<file path="src/rtl/cfg_pkg.sv">
// cfg_pkg: shared FSM states and counter sizing for the configuration chain loaders
package cfg_pkg;
  typedef enum logic [2:0] {IDLE, FETCH, LO, HI, EMIT, DONE} state_t;
  function automatic int cnt_width(input int n);
    return $clog2(n + 1);
  endfunction
endpackage

</file>
<file path="src/rtl/cfg_chain_loader_clkgen.sv">
// cfg_shift_clkgen: divided, registered, glitch-free chain shift clock with phase counter
module cfg_shift_clkgen #(
  parameter int DIV = 2
) (
  input  logic cfg_clk,
  input  logic cfg_rst_n,
  input  logic en,
  input  logic clr,
  output logic shift_clk,
  output logic phase_last
);
  logic [7:0] phase;
  assign phase_last = phase == 8'(DIV - 1);
  // count a half-period while enabled and toggle the clock when it completes; clr forces low
  always_ff @(posedge cfg_clk or negedge cfg_rst_n)
    if (!cfg_rst_n) begin
      phase     <= '0;
      shift_clk <= 1'b0;
    end else if (clr) begin
      phase     <= '0;
      shift_clk <= 1'b0;
    end else if (en) begin
      phase     <= phase_last ? '0 : phase + 8'd1;
      shift_clk <= phase_last ? ~shift_clk : shift_clk;
    end
endmodule

</file>
<file path="src/rtl/cfg_chain_loader.sv">
// cfg_chain_loader: serialises a bitstream onto the config chain and reads back the old contents
module cfg_chain_loader
  import cfg_pkg::*;
#(
  parameter int CHAIN_LEN = 48,
  parameter int DIV       = 2
) (
  input  logic       cfg_clk,
  input  logic       cfg_rst_n,
  input  logic       start,
  input  logic       abort,
  input  logic [7:0] s_data,
  input  logic       s_valid,
  output logic       s_ready,
  output logic [7:0] m_data,
  output logic       m_valid,
  input  logic       m_ready,
  output logic       shift_clk,
  output logic       shift_i,
  input  logic       shift_o,
  output logic       busy,
  output logic       done
);
  localparam int CW = cnt_width(CHAIN_LEN);
  localparam logic [CW-1:0] LAST = CW'(CHAIN_LEN);
  state_t state, state_n;
  logic [CW-1:0] cnt, cnt_inc;
  logic [7:0] dbuf, rb;
  logic en, clr, phase_last, idle_like;
  assign cnt_inc   = cnt + 1'b1;
  assign idle_like = state == IDLE || state == DONE;
  assign s_ready   = state == FETCH;
  assign m_valid   = state == EMIT;
  assign m_data    = rb;
  assign busy      = !idle_like;
  assign done      = state == DONE;
  cfg_shift_clkgen #(.DIV(DIV)) u_clkgen (
    .cfg_clk   (cfg_clk),
    .cfg_rst_n (cfg_rst_n),
    .en        (en),
    .clr       (clr),
    .shift_clk (shift_clk),
    .phase_last(phase_last)
  );
  // state register
  always_ff @(posedge cfg_clk or negedge cfg_rst_n)
    if (!cfg_rst_n) state <= IDLE;
    else state <= state_n;
  // next state and clock-generator control; abort overrides everything
  always_comb begin
    state_n = state;
    en      = 1'b0;
    clr     = abort;
    if (abort) state_n = IDLE;
    else if (idle_like && start) state_n = FETCH;
    else if (state == FETCH && s_valid) state_n = LO;
    else if (state == LO || state == HI) begin
      en = 1'b1;
      if (phase_last)
        state_n = state == LO ? HI : (cnt_inc == LAST || 3'(cnt_inc) == 3'd0) ? EMIT : LO;
    end else if (state == EMIT && m_ready) state_n = cnt == LAST ? DONE : FETCH;
  end
  // bit counter, data byte, head bit and readback byte, all keyed off state transitions
  always_ff @(posedge cfg_clk or negedge cfg_rst_n)
    if (!cfg_rst_n) begin
      cnt     <= '0;
      dbuf    <= '0;
      rb      <= '0;
      shift_i <= 1'b0;
    end else begin
      if (idle_like && state_n == FETCH) begin
        cnt <= '0;
        rb  <= '0;
      end
      if (state == FETCH && state_n == LO) begin
        dbuf    <= s_data;
        shift_i <= s_data[0];
      end
      if (state == LO && state_n == HI) rb[3'(cnt)] <= shift_o;
      if (state == HI && (state_n == LO || state_n == EMIT)) cnt <= cnt_inc;
      if (state == HI && state_n == LO) shift_i <= dbuf[3'(cnt_inc)];
      if (state == EMIT && state_n == FETCH) rb <= '0;
    end
endmodule

</file>
<file path="config.mk">
export PLATFORM = sky130hd
export DESIGN_NAME = cfg_chain_loader
export DESIGN_NICKNAME = d
export VERILOG_FILES = /design/src/rtl/cfg_pkg.sv /design/src/rtl/cfg_chain_loader_clkgen.sv /design/src/rtl/cfg_chain_loader.sv
export SDC_FILE = /design/constraint.sdc
export NUM_CORES = 1
export LEC_CHECK = 0
export CORE_MARGIN = 3
export CORE_UTILIZATION = 47
export DETAILED_ROUTE_END_ITERATION = 10
export HOLD_SLACK_MARGIN = 0.08
export PLACE_DENSITY = 0.7
export SYNTH_ARGS = -nofsm -noshare
export SYNTH_HDL_FRONTEND = slang
export SYNTH_SLANG_ARGS = --single-unit
export TNS_END_PERCENT = 5
</file>
<file path="constraint.sdc">
create_clock -name cfg_clk -period 5.4 [get_ports cfg_clk]
set_input_delay 0.81 -clock cfg_clk [delete_from_list [all_inputs] [get_ports cfg_clk]]
set_output_delay 0.81 -clock cfg_clk [all_outputs]
set_load 0.05 [all_outputs]
</file>
Word level (Yosys, flattened, before mapping)

Cells that the tools add are included.

Register bits: 35
Output and inout bits: 14

$add $sub $neg: 2
$lt $le $gt $ge: 3
Equality and inequality tests: 12
Muxes and demuxes: 31
Bitwise gates (word level): 1
Reduce and logical (&&, ||, !) cells: 22

Operators with widths:

| cell                                                                         | number |
|---|---|
| 8-bit 2-to-1 mux                                                             | 6 |
| 3-bit 2-to-1 mux                                                             | 9 |
| 3-bit by 2-bit equality test with 1-bit output, second input constant        | 4 |
| 6-bit equality test, second input constant                                   | 2 |
| 6-bit 2-to-1 mux                                                             | 2 |
| 1-bit 2-to-1 mux                                                             | 11 |
| 1-bit logical AND                                                            | 10 |
| 3-bit equality test, second input constant                                   | 3 |
| 8-bit by 1-bit adder with 8-bit output, second input constant                | 1 |
| 8-bit bitwise mux                                                            | 1 |
| 8-bit by 1-bit equality test with 1-bit output, second input constant        | 1 |
| 3-bit by 4-bit less-than comparator with 1-bit output, second input constant | 2 |
| 2-bit nonzero test                                                           | 4 |
| 6-bit by 1-bit adder with 6-bit output, second input constant                | 1 |
| 3-bit by 1-bit equality test with 1-bit output, second input constant        | 2 |
| 3-bit zero test                                                              | 2 |
| 1-bit logical OR                                                             | 4 |
| 1-bit binary-select mux with 3-bit select                                    | 1 |
| 1-bit demux with 3-bit select                                                | 1 |
| 3-bit by 1-bit >= comparator with 1-bit output, second input constant        | 1 |
| 2-bit AND reduction                                                          | 1 |
| 1-bit zero test                                                              | 1 |
| 1-bit inverter                                                               | 1 |

Longest topological paths before layout

Depth after elaboration: 16
Depth in mapped cells: 8

Modules after synthesis

From an unflattened synthesis, not the netlist that was laid out.

Cell total of the unflattened synthesis: 207
Area, all modules: 2,149.6 µm²

Modules (own cells, without submodules):

| module           | instances | cells each | area each (µm²) |
|---|---|---|---|
| cfg_chain_loader | 1         | 153        | 1,647.8 |
| cfg_shift_clkgen | 1         | 54         | 501.7 |

Least setup slack after synthesis

OpenSTA, ideal clock, no wires.

Path type: register -> register
Start: reg state[1]
End: reg dbuf[0]
Data arrival time: 2.662 ns
Data required time: 5.275 ns
Path slack: 2.613 ns
Stages on the path, launching flop included: 6
Path buffers: 1
Cells stage by stage: dfrtp_1 buf_6 nor3b_1 nand2_1 nor2_2 mux2_2

RTL lines:

| what                                             | RTL line               | source |
|---|---|---|
| start, declared                                  | cfg_chain_loader.sv:26 | `state_t state, state_n;` |
| start signal, assigned                           | cfg_chain_loader.sv:48 | `else state <= state_n;` |
| 3-bit by 1-bit equality test with 1-bit output * | -                      |  |
| named net s_ready                                | cfg_chain_loader.sv:14 | `output logic s_ready,` |
| 1-bit logical AND                                | cfg_chain_loader.sv:56 | `else if (state == FETCH && s_valid) state_n = LO;` |
| 3-bit 2-to-1 mux                                 | cfg_chain_loader.sv:56 |  |
| 3-bit 2-to-1 mux                                 | cfg_chain_loader.sv:55 | `else if (idle_like && start) state_n = FETCH;` |
| 3-bit 2-to-1 mux                                 | cfg_chain_loader.sv:54 | `if (abort) state_n = IDLE;` |
| 3-bit by 2-bit equality test with 1-bit output   | cfg_chain_loader.sv:75 | `if (state == FETCH && state_n == LO) begin` |
| 1-bit logical AND *                              | cfg_chain_loader.sv:75 |  |
| end signal, assigned                             | cfg_chain_loader.sv:76 | `dbuf <= s_data;` |
| end, declared                                    | cfg_chain_loader.sv:28 | `logic [7:0] dbuf, rb;` |

Mark *: on every way through the listed nets, which the timed path passes. The rest lies on a longest branch.
A chain may end at the register's enable or synchronous reset.

Worst setup path after layout

Start: reg state[0]
End: out s_ready

Longest elaborated chain between the ends: 1

Ends and longest elaborated chain:

| what                                           | RTL line               | source |
|---|---|---|
| 3-bit by 1-bit equality test with 1-bit output | cfg_chain_loader.sv:32 | `assign s_ready = state == FETCH;` |
| end, declared                                  | cfg_chain_loader.sv:14 |  |

No other way between the ends.

==> impl_metrics.ini <==
[status]
status = finished, final reports clean

[routing]
vias_per_cell = 5.76
finalWirelength_um = 4150
drt_first_iter_violations = 185
antenna_left = 0
wl_per_cell_um = 14.9
via_count = 1600
drc_errors = 0
drtPass1Iterations = 4

[synthesis]
yosysWarnings = 0
synthMostInstantiatedCell = dfrtp_1
syn_area_um2 = 2080
ys_types = 50
synth_common_cells = 35 x dfrtp_1, 21 x nand3_1, 12 x a21oi_1, 12 x nand2_1, 12 x nor2_1
ys_ff_latch = 35
synth_edf_count = 0
synth-async-reset-ratio_pct = 100
synth_flop_cell = dfrtp_1
synth_nets = 222
synth.top_cells.by_area = dfrtp_1 42%, nand3_1 5.1%, mux2_2 4.9%
synth_top_cell_by_area = dfrtp_1
synth_area_per_cell_um2 = 10.3
netlist.area_leader.share_pct = 42.1
ys_seq_area_share_pct = 42.1
synth_cells = 202

[cells_and_area]
drive_gt1_share_pct = 13.6
multiInputGateArea_um2 = 1060
finalNetCount = 247
fill_cells = 367
seq_area_um2 = 876
antenna_cells = 0
area_delta_synth_final_pct = 17.9

[clock_network]
postCtsHoldBufs = 0
postCtsSetupRepairBufs = 0
cts_buffer_depth = 2
insertion_delay_ps = 290
cts.repair.resized = 0
h-tree-depth = 2
numCtsBuffers = 5
clkSinkCount = 35
root_buffer = clkbuf_8
cts_tree = built
clk_pin_slew_ps = 80

[grt]
grt_overflow_total = 0
grt_pass1_wl_um = 7250
grt_pass1_vias = 1505
antenna_found_initial = 0
grt_usage_pct = 17.4
grt_start_max_net_pins = 36

[die]
die_h_um = 72.5
die_area_um2 = 5260
die_w_um = 72.5
pin_count = 29
placementRows = 23
coreArea_um2 = 4140
initial_core_util_pct = 50.2

[worst_hold_path]
hold_start = dbuf[2]$_DFFE_PN0P_
hold_end = dbuf[2]$_DFFE_PN0P_
hold_path_class = reg -> reg
holdPathStages = 1

[pwr]
swShare_pct = 24.5
powerDensity_nw_per_um2 = 285
pwr-share-comb_pct = 15.9
power_switching_uw = 172
p_int_uw = 528
power.share.clock_pct = 40.4
pwr-share-seq_pct = 43.7
vdd_drop_max_mv = 0.210
leakagePower_uw = 0.000982

[timing]
hold_violations = 0
fmaxAchievable_mhz = 326
clock_skew_ps = 8.31
setup_viol = 0
drv_slew = 0
final.min_clock_period_ps = 3070
slew_headroom_pct = 39.4
finalSetupTns_ps = 0
rsz0062_at_grt = no
fin_hold_ws_ps = 503
fin_crit_sh_pct = 56.8
tightest_slew_ps = 907

[place]
post-dp-hpwl_um = 2970
io_buffers = 28
gp_congestion = 0.820

[worst_setup_path]
setup.worst_path.end_class = primary output
reg2reg_to = m_data[7]$_DFF_PN0_
critPathArrivalTime_ps = 2260
path_class = reg -> out
critPathRequiredTime_ps = 4590
r2r_cells = 7
rrSetupSlack_ps = 3090
timing.rr.start = cnt[0]$_DFFE_PN0P_
crit_fanout = 9
critPathLaunchType = register

[run]
cap_violations = 0
## layer usage
layer,GRT usage (%),up-vias,routed length (um)
met3,4.29,7,248
met2,26.5,54,1830
met5,0,-,0
li1,-,792,-
met4,4.30,0,46
met1,24.9,747,2030
## how the worst max path moves through the flow
stage | from | end | cells after the start
floorplan | state[1]$_DFF_PN0_ | dbuf[0]$_DFFE_PN0P_ | 5
global placement | abort | m_data[3]$_DFF_PN0_ | 6
detailed placement | abort | m_data[1]$_DFF_PN0_ | 6
CTS | state[0]$_DFF_PN0_ | s_ready | 2
global route | state[0]$_DFF_PN0_ | s_ready | 2
finish | state[0]$_DFF_PN0_ | s_ready | 2
## stage by stage
stage / instances / setup WS, ps / util, % / cell area [um^2] / total power [uW]
2_1_floorplan: 202 / 2610 / - / 2080 / 386
3_3_place_gp: 270 / 2420 / 55.8 / 2310 / 420
3_5_place_dp: 270 / 2320 / 55.8 / 2310 / 423
4_1_cts: 278 / 2360 / 59.1 / 2450 / 708
5_1_grt: 278 / 2220 / 59.1 / 2450 / 734
6_report: 278 / 2330 / 59.1 / 2450 / 699
## cell usage in the layout (no fill, tap or decap), types with 8 or more instances in the layout
cell / count
dfrtp_1: 35
clkdlybuf4s50_1: 28
nand3_1: 21
nor2_1: 12
nand2_1: 12
a21oi_1: 12
mux2_2: 9
xor2_1: 8
o21ai_0: 8
## sequential cells by signal, summed over array words and instances, names as in the netlist
| signal | count |
|---|---|
| cnt | 6 |
| dbuf | 8 |
| m_data | 8 |
| shift_i | 1 |
| state | 3 |
| u_clkgen.phase | 8 |
| u_clkgen.shift_clk | 1 |
## cells by family (layout without fill, tap and decap cells)
kind of cell               after synthesis  after routing  synth area share [%]
AOI/OAI and AO/OA                       42             42                  15.1
xor gates and xnor gates                12             12                  5.06
adders and majority gates                5              5                  3.01
buffers and inverters                   18             44                  6.80
DFF                                     35             35                  42.1
muxes                                   11             11                  7.04
and+or+nand+nor                         79             79                  20.8
## worst max-delay path: stages, from the launching register on
cell             delay [ps]
dfrtp_1                 540
nor3b_1                 520
clkdlybuf4s50_1         910
## layout make-up
class                      count  area share (%)
sequential                    35            35.8
clock inverter                 3            2.76
timing repair buffer          29            11.7
inverter                       7            1.07
clock buffer                   5            2.81
multi-input combinational    149            43.3
tap                           50            2.55
## power groups by stage
stage,logic (uW),clock network (uW),registers [uW]
5_1_grt,121,303,310
4_1_cts,112,290,306
6_report,111,283,306
2_1_floorplan,69.9,0,316
3_3_place_gp,110,0,310
3_5_place_dp,111,0,311
No activity file was read; power rests on OpenSTA's default activity.
